===== config.mk =====
export PLATFORM = sky130hd
export DESIGN_NAME = mips_multicycle_ctrl
export DESIGN_NICKNAME = d
export VERILOG_FILES = /design/src/rtl/mips_pkg.sv /design/src/rtl/mips_op_classify.sv /design/src/rtl/mips_multicycle_ctrl.sv
export SDC_FILE = /design/constraint.sdc
export NUM_CORES = 1
export LEC_CHECK = 0
export BUFFER_PORTS_ARGS = -buffer_cell sky130_fd_sc_hd__clkbuf_2
export CAP_MARGIN = 20
export CORE_MARGIN = 10
export CORE_UTILIZATION = 54
export DETAILED_ROUTE_END_ITERATION = 12
export HOLD_SLACK_MARGIN = 0.12
export PLACE_DENSITY = 0.9
export RECOVER_POWER = 50
export SLEW_MARGIN = 40
export SYNTH_ARGS = -nofsm -noshare
export SYNTH_HDL_FRONTEND = slang
export SYNTH_SLANG_ARGS = --single-unit

===== constraint.sdc =====
create_clock -name clk -period 2.2 [get_ports clk]
set_clock_uncertainty 0.05 [all_clocks]
set_input_delay 0.55 -clock clk [delete_from_list [all_inputs] [get_ports clk]]
set_output_delay 0.55 -clock clk [all_outputs]
set_load 0.02 [all_outputs]

===== src/rtl/mips_pkg.sv =====
// Shared encodings for the multi-cycle MIPS controller: opcodes, datapath select
// codes, ALU operations, FSM states and the decoded instruction class.
package mips_pkg;

  localparam logic [5:0] OP_RTYPE  = 6'b000000;
  localparam logic [5:0] OP_REGIMM = 6'b000001;
  localparam logic [5:0] OP_J      = 6'b000010;
  localparam logic [5:0] OP_JAL    = 6'b000011;
  localparam logic [5:0] OP_BEQ    = 6'b000100;
  localparam logic [5:0] OP_BNE    = 6'b000101;
  localparam logic [5:0] OP_ADDI   = 6'b001000;
  localparam logic [5:0] OP_ADDIU  = 6'b001001;
  localparam logic [5:0] OP_SLTI   = 6'b001010;
  localparam logic [5:0] OP_SLTIU  = 6'b001011;
  localparam logic [5:0] OP_ANDI   = 6'b001100;
  localparam logic [5:0] OP_ORI    = 6'b001101;
  localparam logic [5:0] OP_XORI   = 6'b001110;
  localparam logic [5:0] OP_LUI    = 6'b001111;
  localparam logic [5:0] OP_LB     = 6'b100000;
  localparam logic [5:0] OP_LH     = 6'b100001;
  localparam logic [5:0] OP_LW     = 6'b100011;
  localparam logic [5:0] OP_LBU    = 6'b100100;
  localparam logic [5:0] OP_LHU    = 6'b100101;
  localparam logic [5:0] OP_SB     = 6'b101000;
  localparam logic [5:0] OP_SH     = 6'b101001;
  localparam logic [5:0] OP_SW     = 6'b101011;

  localparam logic [4:0] RT_BGEZ = 5'b00001;

  // ALU_FUNCT defers to the R-type funct decoder; ALU_PASSA forwards rs for BGEZ.
  localparam logic [3:0] ALU_ADD   = 4'd0;
  localparam logic [3:0] ALU_SUB   = 4'd1;
  localparam logic [3:0] ALU_AND   = 4'd2;
  localparam logic [3:0] ALU_OR    = 4'd3;
  localparam logic [3:0] ALU_XOR   = 4'd4;
  localparam logic [3:0] ALU_SLT   = 4'd5;
  localparam logic [3:0] ALU_SLTU  = 4'd6;
  localparam logic [3:0] ALU_LUI   = 4'd7;
  localparam logic [3:0] ALU_FUNCT = 4'd8;
  localparam logic [3:0] ALU_PASSA = 4'd9;

  localparam logic [1:0] PC_SRC_SEQ    = 2'd0;
  localparam logic [1:0] PC_SRC_BRANCH = 2'd1;
  localparam logic [1:0] PC_SRC_JUMP   = 2'd2;

  localparam logic [1:0] REG_DST_RT = 2'd0;
  localparam logic [1:0] REG_DST_RD = 2'd1;
  localparam logic [1:0] REG_DST_RA = 2'd2;

  localparam logic [1:0] WB_SEL_ALU  = 2'd0;
  localparam logic [1:0] WB_SEL_MEM  = 2'd1;
  localparam logic [1:0] WB_SEL_LINK = 2'd2;

  typedef enum logic [2:0] {
    S_FETCH, S_DECODE, S_EXEC, S_MEM, S_WB, S_HALT
  } state_t;

  typedef enum logic [2:0] {
    C_RTYPE, C_IALU, C_LOAD, C_STORE, C_BRANCH, C_JUMP, C_JAL, C_ILLEGAL
  } op_class_t;

  typedef enum logic [1:0] {BR_EQ, BR_NE, BR_GEZ} br_kind_t;

  typedef struct packed {
    op_class_t  cls;
    br_kind_t   br;
    logic [3:0] alu;
  } decode_t;

endpackage


===== src/rtl/mips_op_classify.sv =====
// Combinational opcode/rt classifier: instruction class, branch flavour and ALU op.
module mips_op_classify
  import mips_pkg::*;
(
  input  logic [5:0] opcode,
  input  logic [4:0] rt_field,
  output decode_t    dec
);

  always_comb begin
    dec = '{cls: C_ILLEGAL, br: BR_EQ, alu: ALU_ADD};
    case (opcode)
      OP_RTYPE: begin dec.cls = C_RTYPE; dec.alu = ALU_FUNCT; end
      OP_REGIMM: begin
        // Only BGEZ is implemented in the REGIMM group; other rt codes stay illegal.
        if (rt_field == RT_BGEZ) begin
          dec.cls = C_BRANCH; dec.br = BR_GEZ; dec.alu = ALU_PASSA;
        end
      end
      OP_J:     dec.cls = C_JUMP;
      OP_JAL:   dec.cls = C_JAL;
      OP_BEQ:   begin dec.cls = C_BRANCH; dec.br = BR_EQ; dec.alu = ALU_SUB; end
      OP_BNE:   begin dec.cls = C_BRANCH; dec.br = BR_NE; dec.alu = ALU_SUB; end
      OP_ADDI, OP_ADDIU: dec.cls = C_IALU;
      OP_SLTI:  begin dec.cls = C_IALU; dec.alu = ALU_SLT;  end
      OP_SLTIU: begin dec.cls = C_IALU; dec.alu = ALU_SLTU; end
      OP_ANDI:  begin dec.cls = C_IALU; dec.alu = ALU_AND;  end
      OP_ORI:   begin dec.cls = C_IALU; dec.alu = ALU_OR;   end
      OP_XORI:  begin dec.cls = C_IALU; dec.alu = ALU_XOR;  end
      OP_LUI:   begin dec.cls = C_IALU; dec.alu = ALU_LUI;  end
      OP_LB, OP_LH, OP_LW, OP_LBU, OP_LHU: dec.cls = C_LOAD;
      OP_SB, OP_SH, OP_SW: dec.cls = C_STORE;
      default: ;
    endcase
  end

endmodule


===== src/rtl/mips_multicycle_ctrl.sv =====
// Multi-cycle MIPS sequencer: FETCH/DECODE/EXEC/MEM/WB with a req/ready memory port,
// sticky illegal-opcode and bus-timeout flags. The FSM state is exported for observation.
module mips_multicycle_ctrl
  import mips_pkg::*;
#(
  parameter int unsigned MAX_WAIT = 255,
  parameter int unsigned WAIT_W   = 16
) (
  input  logic       clk,
  input  logic       reset,
  input  logic [5:0] opcode,
  input  logic [4:0] rt_field,
  input  logic       alu_zero,
  input  logic       alu_neg,
  input  logic       mem_ready,
  output logic       mem_req,
  output logic       mem_we,
  output logic       iord,
  output logic       ir_write,
  output logic       pc_write,
  output logic [1:0] pc_src,
  output logic       reg_write,
  output logic [1:0] reg_dst,
  output logic [1:0] wb_sel,
  output logic       alu_src,
  output logic [3:0] alu_ctrl,
  output logic       instr_done,
  output logic       illegal_op,
  output logic       bus_error,
  output state_t     state
);

  // Memory handshake: mem_req is raised in FETCH/MEM and held until mem_ready is
  // seen high on a rising edge; that edge completes the transfer. mem_we is
  // meaningful only while mem_req is high.

  localparam logic [WAIT_W-1:0] WAIT_LAST = WAIT_W'(MAX_WAIT - 1);

  state_t            state_q, state_d;
  decode_t           dec, dec_q;
  logic [WAIT_W-1:0] wait_cnt;
  logic              illegal_q, bus_err_q;
  logic              mem_phase, stalled, timeout;

  mips_op_classify u_classify (
    .opcode   (opcode),
    .rt_field (rt_field),
    .dec      (dec)
  );

  assign mem_phase = (state_q == S_FETCH) || (state_q == S_MEM);
  assign stalled   = mem_phase && !mem_ready;
  // The stall that would push the counter to MAX_WAIT is the one that times out.
  assign timeout   = stalled && (wait_cnt == WAIT_LAST);
  assign state     = state_q;

  always_ff @(posedge clk) begin
    if (reset) begin
      state_q   <= S_FETCH;
      dec_q     <= '0;
      wait_cnt  <= '0;
      illegal_q <= 1'b0;
      bus_err_q <= 1'b0;
    end else begin
      state_q  <= state_d;
      wait_cnt <= stalled ? wait_cnt + 1'b1 : '0;
      if (state_q == S_DECODE) dec_q <= dec;
      if (state_q == S_DECODE && dec.cls == C_ILLEGAL) illegal_q <= 1'b1;
      if (timeout) bus_err_q <= 1'b1;
    end
  end

  always_comb begin
    state_d = state_q;
    case (state_q)
      S_FETCH:  if (timeout) state_d = S_HALT;
                else if (mem_ready) state_d = S_DECODE;
      S_DECODE: state_d = (dec.cls == C_ILLEGAL) ? S_HALT : S_EXEC;
      S_EXEC: begin
        case (dec_q.cls)
          C_RTYPE, C_IALU, C_JAL: state_d = S_WB;
          C_LOAD, C_STORE:        state_d = S_MEM;
          default:                state_d = S_FETCH;
        endcase
      end
      S_MEM:    if (timeout) state_d = S_HALT;
                else if (mem_ready) state_d = (dec_q.cls == C_LOAD) ? S_WB : S_FETCH;
      S_WB:     state_d = S_FETCH;
      S_HALT:   state_d = S_HALT;
      default:  state_d = S_FETCH;
    endcase
  end

  always_comb begin
    mem_req    = 1'b0;
    mem_we     = 1'b0;
    iord       = 1'b0;
    ir_write   = 1'b0;
    pc_write   = 1'b0;
    pc_src     = PC_SRC_SEQ;
    reg_write  = 1'b0;
    reg_dst    = REG_DST_RT;
    wb_sel     = WB_SEL_ALU;
    alu_src    = 1'b0;
    alu_ctrl   = ALU_ADD;
    instr_done = 1'b0;
    illegal_op = illegal_q && !reset;
    bus_error  = (bus_err_q || timeout) && !reset;
    if (!reset) begin
      case (state_q)
        S_FETCH: begin
          mem_req = 1'b1;
          if (mem_ready) begin
            ir_write = 1'b1;
            pc_write = 1'b1;
          end
        end
        S_EXEC: begin
          alu_src  = (dec_q.cls == C_IALU) || (dec_q.cls == C_LOAD) || (dec_q.cls == C_STORE);
          alu_ctrl = dec_q.alu;
          case (dec_q.cls)
            C_BRANCH: begin
              pc_src     = PC_SRC_BRANCH;
              instr_done = 1'b1;
              case (dec_q.br)
                BR_EQ:   pc_write = alu_zero;
                BR_NE:   pc_write = !alu_zero;
                default: pc_write = !alu_neg;
              endcase
            end
            C_JUMP: begin
              pc_write = 1'b1; pc_src = PC_SRC_JUMP; instr_done = 1'b1;
            end
            C_JAL: begin
              pc_write = 1'b1; pc_src = PC_SRC_JUMP;
            end
            default: ;
          endcase
        end
        S_MEM: begin
          mem_req    = 1'b1;
          iord       = 1'b1;
          mem_we     = (dec_q.cls == C_STORE);
          alu_src    = 1'b1;
          instr_done = mem_ready && (dec_q.cls == C_STORE);
        end
        S_WB: begin
          reg_write  = 1'b1;
          instr_done = 1'b1;
          case (dec_q.cls)
            C_RTYPE: reg_dst = REG_DST_RD;
            C_LOAD:  wb_sel  = WB_SEL_MEM;
            C_JAL:   begin reg_dst = REG_DST_RA; wb_sel = WB_SEL_LINK; end
            default: ;
          endcase
        end
        default: ;
      endcase
    end
  end

endmodule


==> summary.txt, run 1 <==
Placed design
  • Pre-CTS setup slack: -0.08535 ns
  • Post-DP HPWL: 3.484 mm
  • Port bufs: 38
  • Gpl congestion: between 0.8 and 0.9

Finish
  • Ant. Diodes: 0
  • Most frequent cells in the layout: nor2_1 (35), clkbuf_2 (29), dfxtp_1 (24)
  • Commonest non-fill, non-tap cell in the layout: nor2_1
  • Share of cells above drive strength 1: 32.75%
  • Final Util: 70.13%
  • Area growth from synthesis to layout: 25.33%
  • Final #Nets: 302

Power and ir drop
  • Leakage: 0.0009143 uW
  • Peak supply drop: ~0.32 mV
  • Total Power: around 1600 uW
  • P per Cell Area: 661.1 nW/um2

Worst setup path
  • CP max stage delay: 0.54 ns
  • Element type at the critical path start: flop
  • Crit path max fanout: 6
  • Critical-path cell list: buf_6, or4_4, nor4_4, clkbuf_8
  • WP data required: about 1.6 ns
  • CP endpoint kind: primary output
  • Arr. time, crit path: between 1.5 and 2 ns
  • Setup CP Type: reg -> out
  • Critical path's slowest cell: or4_4

Yosys
  • Syn_nets: 256
  • Synth Flop Type: dfxtp_1
  • Flops & latches, synth: 30
  • Adder-cell share of the synthesized area: under 10%
  • Simple-Gate Fraction of Synth Area: a little under two fifths
  • Largest family of logic cells by synthesized area: simple AND/OR/NAND/NOR gates
  • Mux contribution to synthesized area: 0%
  • Post-synth ARST share: 0%
  • Top cell type's share of synthesized area: a little under a third
  • Synth warn: 0
  • Register area share after synthesis: 31.91%
  • Avg Cell Area, Syn: 7.907 um2
  • Cells after Synth: 238
  • Leading area contributor after synthesis: dfxtp_1
  • Mapped Area: 1882 um2
  • Top cells by area, synth: dfxtp_1 (32%), nor2_1 (7.2%), xnor2_1 (3.7%), a21oi_1 (3.2%), nor2b_1 (3.0%)
  • Number of synthesized flops with an enable pin: 0
  • Post-synth cell types: 56
  • Post-synthesis compound-gate area fraction: 16.22%
  • Xor/xnor share of the synthesized area: 6.516%

Timing
  • Slack of the critical path: -0.1283 ns
  • Crit share post-route: 105.8%
  • Minimum clock period: 2.328 ns
  • Tightest Pin Transition: 0.9565 ns
  • Slew Limit Fails: 0
  • Final setup fails: 14
  • RSZ-0062 raised after global routing: yes
  • Final Hold Viols: 0
  • Max-slew headroom: between 30% and 40%
  • TNS Setup: -0.8346 ns
  • Hold slack: approximately 0.42 ns
  • Max frequency: 429.5 MHz

Run status
  • Failing checks: negative setup slack
  • Run status: complete, but fails checks

Detailed routing
  • Via Count: roughly 1800
  • DRC violations left: 0
  • Drt initial violations: about 190
  • Post-DRT Antenna Nets: 0
  • Total Routed Length: between 4 and 5 mm
  • DR vias/cell: ~5.5
  • Drt first pass iters: 4
  • WL/cell: 14.98 um

Floorplan
  • Site Rows: 21
  • Die Y: around 80 um
  • Initial Util: 55.95%
  • Die ar.: 6246 um2
  • Die span in x: 79.03 um
  • Core footprint: approximately 3400 um2
  • # IOs: 39

Clocking
  • H-tree depth: 2
  • Total clock sinks: 30
  • Max clock buf depth: 2
  • Clock transition at the registers of the reported paths: 0.10 ns
  • CTS Buf Count: 5
  • CTS tree: yes
  • Clk Latency, worst-skew pair: roughly 0.34 ns
  • Root Buffer: clkbuf_4

Global route
  • Gr usage total: around 15%
  • Antenna violations before repair: 0
  • Largest net degree at the start of global routing: 20
  • Vias in the first global route: 1703
  • Gr ovfl total: 0
  • First-pass GRT wire length: 7.948 mm

Run
  • Max-Cap Viols: 0

Worst hold path
  • HP Class: reg -> reg
[synth_stat cells (all sizes together), types with 3 or more instances]
cell,instances
nor4,9
dfxtp,30
inv,9
nand2b,8
a31oi,3
xor2,6
nand3,11
and3,4
nor3,9
a21oi,12
o21ai,8
a22oi,3
nand2,14
o211ai,3
clkbuf,6
and2,4
nor2b,9
nor2,38
xnor2,8
buf,12
[power by group]
| part | total [uW] | internal, uW | switching (uW) | leakage (uW) |
|---|---|---|---|---|
| Clock | 305 | 114 | 190 | 0.0000308 |
| Combinational | 608 | 257 | 351 | 0.000637 |
| Sequential | 646 | 588 | 59.0 | 0.000246 |
[layer usage]
metal	up-vias	wire, um	GRT usage [%]
met5	-	0	0
met4	0	56	5.018
met3	5	319	5.631
met2	44	2527	26.75
met1	846	2039	17.03
li1	934	-	-
[critical path, delay by kind of cell (launching register included)]
family / cells / cell delay, ns
buf+inv: 2 / 0.31
flops: 1 / 0.37
simple gates: 2 / 0.70
[sequential cells by signal, summed over array words and instances, names as in the netlist]
name,count
wait_cnt,16
dec_q,9
state,3
bus_err_q,1
illegal_q,1
[through the flow]
stage	std cells	area, um2
after floorplan	238	1912
after global placement	316	2146
after detailed placement	316	2146
after CTS	329	2303
after global routing	330	2359
final	330	2359
[cells by family (layout without fill, tap and decap cells)]
logic type / count (synthesis) / count (layout)
DFF: 30 / 30
xor gates and xnor gates: 14 / 14
adders and majority gates: 2 / 2
AOI/OAI and AO/OA: 45 / 45
and+or+nand+nor: 120 / 120
buffers and inverters: 27 / 73
[what timing repair did]
action                                 4_1_cts  5_1_grt
setup endpoints to repair                   15       14
gates resized for setup                     21       18
hold buffers                                 0        0
setup buffers                                6        1
pin swaps                                    4        2
endpoints found under the hold margin        0        0
[final cells by class]
| cell class | instances | area (um2) |
|---|---|---|
| Clock buffer | 5 | 37.54 |
| Clock inverter | 2 | 10.01 |
| Fill cell | 271 | 1005 |
| Inverter | 9 | 38.79 |
| Multi-Input combinational cell | 181 | 1212 |
| Sequential cell | 30 | 615.6 |
| Tap cell | 46 | 57.56 |
| Timing Repair Buffer | 57 | 386.6 |
[final timing paths]
check | from | cells after the start | to | slack, ns
worst max-delay path | state[1] | 4 | reg_dst[0] | -0.13
worst min-delay path | wait_cnt[0] | 1 | wait_cnt[0] | 0.42
worst max register to register | state[1] | 6 | wait_cnt[12] | 0.43
worst min register to register | wait_cnt[0] | 1 | wait_cnt[0] | 0.42
No activity file was read; power rests on OpenSTA's default activity.
==> inputs of run 2 (changes only) <==
Settings changed: SETUP_SLACK_MARGIN set to 0.3.
==> summary.txt, run 2 (synthesized netlist as in run 1, its figures left out) <==
Finish
  • Final Cell Area: 2663 um2 (+13%)
  • Commonest non-fill, non-tap cell in the layout: nor2_1
  • Area growth from synthesis to layout: 41.49%
  • Final Util: 79.17% (+9.0 points)
  • Share of cells above drive strength 1: 39.93% (+7.2 points)
  • Most frequent cells in the layout: nor2_1 (33), buf_4 (26), dfxtp_1 (22)
  • Ant. Diodes: 0 (unchanged)
  • Largest reg by FF count: wait_cnt
  • Filler cells: 213 (-21%)
  • Final #Nets: 311 (+3.0%)
  • Max FFs per register: 16 (unchanged)

Power and ir drop
  • Peak supply drop: 0.4577 mV (+44%)
  • P per Cell Area: 669.9 nW/um2 (+1.3%)
  • Logic pwr share: 45.0% (+6.0 points)
  • Leakage: 0.001010 uW (+10%)
  • P_sw: 692.6 uW (+15%)
  • Seq pwr share: 37.2% (-4.3 points)
  • Pint: 1091 uW (+14%)
  • Sw Share: 38.83% (+0.35 points)
  • Clock share of power: 17.8% (-1.8 points)
  • Total Power: 1784 uW (+14%)

Worst setup path
  • Setup CP Type: reg -> out
  • R2R Setup Slk: 0.33 ns (-0.10 ns)
  • Arr. time, crit path: 1.78 ns (+0.05 ns)
  • Crit path max fanout: 6 (unchanged)
  • WP data required: 1.60 ns (about the same)
  • CP startpoint: state[1]
  • R2r startpoint: state[1]
  • Element type at the critical path start: flop
  • CP endpoint kind: primary output

Clocking
  • Root Buffer: clkbuf_4
  • Max clock buf depth: 2 (unchanged)
  • H-tree depth: 2 (unchanged)
  • Clock transition at the registers of the reported paths: 0.10 ns (about the same)
  • CTS Buf Count: 5 (unchanged)
  • Clk Latency, worst-skew pair: 0.31 ns (-0.03 ns)
  • CTS tree: yes
  • Hold Buf Count CTS: 0 (unchanged)
  • Total clock sinks: 30 (unchanged)

Worst hold path
  • Worst Hold Launch: wait_cnt[0]
  • HP Class: reg -> reg

Timing
  • Max frequency: 419.6 MHz (-2.3%)
  • Final Hold Viols: 0 (unchanged)
  • Tightest Pin Transition: 0.6059 ns (-0.3506 ns)
  • Slew Limit Fails: 0 (unchanged)
  • Minimum clock period: 2.383 ns (+0.05479 ns)
  • Final setup fails: 13 (-1)
  • Hold slack: 0.4161 ns (-0.007053 ns)
  • RSZ-0062 raised after global routing: yes
  • Max-slew headroom: 59.61% (+24 points)
  • Slack of the critical path: -0.1831 ns (-0.05479 ns)
  • Crit share post-route: 108.3% (+2.5 points)

Run status
  • Run status: complete, but fails checks
  • Failing checks: negative setup slack

Detailed routing
  • Via Count: 2066 (+13%)
  • DR vias/cell: 6.094 (+10%)
  • Drt initial violations: 371 (+96%)
  • WL/cell: 18.68 um (+25%)
  • Total Routed Length: 6.334 mm (+28%)
  • Post-DRT Antenna Nets: 0 (unchanged)
  • Drt first pass iters: 5 (+1)
  • DRC violations left: 0 (unchanged)

Floorplan
  • Core footprint: 3363 um2 (unchanged)
  • Die span in x: 79.03 um (unchanged)
  • Die ar.: 6246 um2 (unchanged)
  • Die Y: 79.03 um (unchanged)
  • Initial Util: 55.95% (unchanged)
  • # IOs: 39 (unchanged)
  • Site Rows: 21 (unchanged)

Placed design
  • Cell Area, Placed: 2186 um2 (+1.9%)
  • Pre-CTS setup slack: -0.05793 ns (+0.02742 ns)
  • Post-DP HPWL: 3.439 mm (-1.3%)
  • Port bufs: 38 (unchanged)
  • Gpl congestion: 0.8891 (+7.1%)

Global route
  • Antenna violations before repair: 0 (unchanged)
  • Vias in the first global route: 1925 (+13%)
  • Gr usage total: 17.48% (+2.1 points)
  • Largest net degree at the start of global routing: 17 (-15%)
  • First-pass GRT wire length: 9.018 mm (+13%)
  • Gr ovfl total: 0 (unchanged)

Run
  • Max-Cap Viols: 0 (unchanged)
run 2: cell types whose count changed in the layout (fill, tap and decap cells not counted), moves of 2 or more:
| cell | before | now |
|---|---|---|
| nor4_4 | 3 | 5 |
| clkbuf_8 | 2 | 6 |
| nor2_2 | 1 | 3 |
| and2_4 | 0 | 4 |
| clkbuf_2 | 29 | 19 |
| buf_4 | 22 | 26 |
| nor2_1 | 35 | 33 |
| buf_6 | 1 | 5 |
| clkinv_2 | 2 | 0 |
| nor4_1 | 5 | 3 |
| buf_8 | 2 | 10 |
| and2_1 | 4 | 0 |
| dfxtp_1 | 24 | 22 |
run 2: layout make-up:
cell class / instances / area (um2) / area share (%)
flip-flops and latches: 30 / 620.6 / 23.31
well taps: 46 / 57.56 / 2.162
clock buffers: 7 / 55.05 / 2.068
multi-input cells: 181 / 1305 / 49.01
inverters: 9 / 38.79 / 1.457
repair buffers: 66 / 585.6 / 21.99
run 2: worst max-delay path: stages, from the launching register on:
cell and delay (ns):
dfxtp_4 0.39, and2b_2 0.28, nor4_4 0.32, a31oi_2 0.17
nor2_2 0.15, clkbuf_8 0.15
run 2: final timing paths:
check,to,cells after the start
worst max register to register,wait_cnt[7],5
worst max-delay path,bus_error,5
worst min-delay path,wait_cnt[0],1
worst min register to register,wait_cnt[0],1
run 2: power by group through the flow:
stage | Combinational, uW | Clock [uW] | Sequential, uW
after floorplan | 433 | 0 | 639
after global placement | 507 | 0 | 690
after detailed placement | 521 | 0 | 693
after CTS | 702 | 333 | 649
after global routing | 842 | 358 | 671
final | 803 | 317 | 663
run 2: repair_timing:
| item | in CTS | in global routing |
|---|---|---|
| pin swaps | 14 | 8 |
| buffers inserted | 14 | 5 |
| gates cloned | 0 | 0 |
| gates resized for setup | 56 | 27 |
| hold endpoints to repair | 0 | 0 |
| setup endpoints to repair | 19 | 32 |
run 2: per-layer routing:
layer | vias to the layer above | track usage, % | wire length [um]
met5 | - | 0 | 0
met4 | 0 | 6.452 | 354
met3 | 36 | 5.631 | 608
met2 | 153 | 31.40 | 3079
met1 | 932 | 18.60 | 2291
li1 | 945 | - | -
run 2: per-stage QoR:
step	TNS, ns	instances
floorplan	0	238
global placement	-0.05520	313
detailed placement	-0.07798	313
CTS	-0.1768	334
global route	-1.408	339
finish	-0.6765	339
==> inputs of run 3 (changes only) <==
Settings changed: SYNTH_HIERARCHICAL set to 1.
==> summary.txt, run 3 <==
Worst setup path
  • WP data required: 1.60 ns (about the same)
  • R2R depth: 4 (-1)
  • R2r startpoint: state[2]
  • Setup CP Type: reg -> out
  • R2R Setup Slk: 0.40 ns (+0.07 ns)
  • Crit path max fanout: 5 (-1)
  • Arr. time, crit path: 1.68 ns (-0.10 ns)
  • Critical R2R Capture: wait_cnt[11]
  • Element type at the critical path start: flop
  • CP endpoint kind: primary output

Yosys
  • Flops & latches, synth: 30 (unchanged)
  • Avg Cell Area, Syn: 7.966 um2 (+0.74%)
  • Cells after Synth: 232 (-2.5%)
  • Largest family of logic cells by synthesized area: simple AND/OR/NAND/NOR gates
  • Number of synthesized flops with an enable pin: 0 (unchanged)
  • Top cell type's share of synthesized area: 32.50% (+0.58 points)
  • Top cells by area, synth: dfxtp_1 (32%), nor2_1 (7.3%), mux2i_1 (5.4%), xor2_1 (4.3%), clkbuf_1 (2.8%)
  • Synth warn: 6 (+6)
  • Simple-Gate Fraction of Synth Area: 35.68% (-1.3 points)
  • Leading area contributor after synthesis: dfxtp_1
  • Synth Flop Type: dfxtp_1
  • Register area share after synthesis: 32.50% (+0.58 points)
  • Post-synth top cells: nor2_1 (36), dfxtp_1 (30), clkbuf_1 (14), nand2_1 (14), mux2i_1 (10)
  • Syn_nets: 250 (-2.3%)
  • Post-synthesis compound-gate area fraction: 12.86% (-3.4 points)
  • Mapped Area: 1848 um2 (-1.8%)
  • Most numerous cell in the Yosys netlist: nor2_1
  • Post-synth cell types: 49 (-13%)
  • Post-synth ARST share: 0% (unchanged)
  • Xor/xnor share of the synthesized area: 5.687% (-0.83 points)
  • Mux contribution to synthesized area: 6.635% (+6.6 points)
  • Adder-cell share of the synthesized area: 1.354% (+0.024 points)

Finish
  • Final Util: 82.65% (+3.5 points)
  • Filler cells: 199 (-6.6%)
  • Max FFs per register: 16 (unchanged)
  • Sequential cell area: 618.1 um2 (-0.40%)
  • Largest reg by FF count: wait_cnt
  • Multi-input gate area: 1415 um2 (+8.4%)
  • Final #Nets: 301 (-3.2%)
  • Commonest non-fill, non-tap cell in the layout: nor2_1
  • Most frequent cells in the layout: nor2_1 (27), buf_4 (21), dfxtp_1 (18)
  • Area growth from synthesis to layout: 48.07%
  • Share of cells above drive strength 1: 45.58% (+5.7 points)
  • Ant. Diodes: 0 (unchanged)

Power and ir drop
  • Leakage: 0.001072 uW (+6.2%)
  • P per Cell Area: 697.4 nW/um2 (+4.1%)
  • Peak supply drop: 0.4249 mV (-7.2%)

Detailed routing
  • Drt first pass iters: 5 (unchanged)
  • Post-DRT Antenna Nets: 0 (unchanged)
  • Via Count: 1928 (-6.7%)
  • DRC violations left: 0 (unchanged)
  • Total Routed Length: 5.647 mm (-11%)
  • WL/cell: 17.16 um (-8.1%)
  • DR vias/cell: 5.860 (-3.8%)
  • Drt initial violations: 155 (-58%)

Timing
  • RSZ-0062 raised after global routing: yes
  • Max frequency: 437.8 MHz (+4.3%)
  • Final setup fails: 11 (-2)
  • Crit share post-route: 103.8% (-4.5 points)
  • Minimum clock period: 2.284 ns (-0.09909 ns)
  • Tightest Pin Transition: 0.4400 ns (-0.1659 ns)
  • Final Hold Viols: 0 (unchanged)
  • Max-slew headroom: 70.40% (+11 points)
  • Slew Limit Fails: 0 (unchanged)
  • TNS Setup: -0.3625 ns (+0.3139 ns)
  • Slack of the critical path: -0.08400 ns (+0.09909 ns)

Clocking
  • Hold Buf Count CTS: 0 (unchanged)
  • Clk Latency, worst-skew pair: 0.34 ns (+0.03 ns)
  • Max clock buf depth: 2 (unchanged)
  • Total clock sinks: 30 (unchanged)
  • Root Buffer: clkbuf_4
  • H-tree depth: 2 (unchanged)
  • Clock transition at the registers of the reported paths: 0.10 ns (about the same)
  • CTS tree: yes
  • CTS Buf Count: 5 (unchanged)

Global route
  • Vias in the first global route: 1862 (-3.3%)
  • First-pass GRT wire length: 8.590 mm (-4.7%)
  • Gr usage total: 16.69% (-0.79 points)
  • Gr ovfl total: 0 (unchanged)
  • Antenna violations before repair: 0 (unchanged)
  • Largest net degree at the start of global routing: 22 (+5)

Floorplan
  • Core footprint: 3311 um2 (-1.6%)
  • Die Y: 78.50 um (-0.67%)
  • Initial Util: 55.82% (-0.13 points)
  • Die span in x: 78.50 um (-0.67%)
  • Die ar.: 6162 um2 (-1.3%)
  • # IOs: 39 (unchanged)
  • Site Rows: 21 (unchanged)

Worst hold path
  • Hold Path Depth: 2 (+1)
  • Hold Path End: illegal_q
  • Worst Hold Launch: illegal_q
  • HP Class: reg -> reg

Run status
  • Run status: complete, but fails checks
  • Failing checks: negative setup slack

Placed design
  • Gpl congestion: 0.8421 (-5.3%)
  • Post-DP HPWL: 3.555 mm (+3.4%)
  • Port bufs: 38 (unchanged)

Run
  • Max-Cap Viols: 0 (unchanged)
==> run 3: routing by layer <==
metal	vias up	track usage [%]	part of all wire, %
li1	937	-	-
met4	0	6.989	1.9
met1	898	18.38	41
met5	-	0	0
met3	12	5.467	6.4
met2	81	28.78	51
==> run 3: cell type report <==
class	count	share of cell area [%]
clock buffers	6	1.875
clock inverters	1	1.097
inverters	6	0.8230
multi-input cells	178	51.71
flip-flops and latches	30	22.59
well taps	46	2.103
repair buffers	62	19.80
==> run 3: worst max-delay path, stage by stage (launching register included) <==
cell	delay [ns]
dfxtp_2	0.35
or3b_4	0.39
nor2_4	0.13
buf_6	0.14
a41o_1	0.17
clkbuf_8	0.14
==> run 3: how the worst max path moves through the flow <==
| stage | start | end | cells past startpoint |
|---|---|---|---|
| 3_5_place_dp | reset | instr_done | 7 |
| 3_3_place_gp | reset | instr_done | 6 |
| 6_report | state[2] | pc_write | 5 |
| 5_1_grt | state[2] | pc_write | 5 |
| 4_1_cts | reset | instr_done | 7 |
| 2_1_floorplan | reset | instr_done | 4 |
==> run 3: metrics by stage <==
step | setup WS, ns | area [um2] | std cells | hold slack [ns] | power [uW]
global route | -0.1484 | 2736 | 329 | 0.4700 | 1999
finish | -0.08400 | 2736 | 329 | 0.4540 | 1908
floorplan | -0.01313 | 2041 | 232 | 0.3758 | 1117
detailed placement | -0.08387 | 2255 | 313 | 0.3981 | 1267
global placement | -0.03644 | 2255 | 313 | 0.3895 | 1246
CTS | -0.06416 | 2561 | 325 | 0.4427 | 1784
==> run 3: power by group <==
| part | internal [uW] | switching (uW) | total (uW) | leakage, uW |
|---|---|---|---|---|
| sequential | 595 | 84.2 | 679 | 0.000248 |
| clock | 264 | 197 | 461 | 0.0000443 |
| combinational | 354 | 415 | 768 | 0.000779 |
==> run 3: kinds of logic (layout without fill, tap and decap cells) <==
| family | after synthesis | in the layout |
|---|---|---|
| AND/OR/NAND/NOR | 118 | 118 |
| AO/OA/AOI/OAI | 34 | 34 |
| flip-flops | 30 | 30 |
| buffers and inverters | 24 | 75 |
| XOR/XNOR | 12 | 12 |
| multiplexers | 12 | 12 |
| adder cells (fa/ha/maj) | 2 | 2 |
==> run 3: repair_timing <==
item	4_1_cts	5_1_grt
buffers inserted	5	4
cloned	0	0
gates resized for setup	52	49
pin swaps	12	12
setup endpoints to repair	19	33
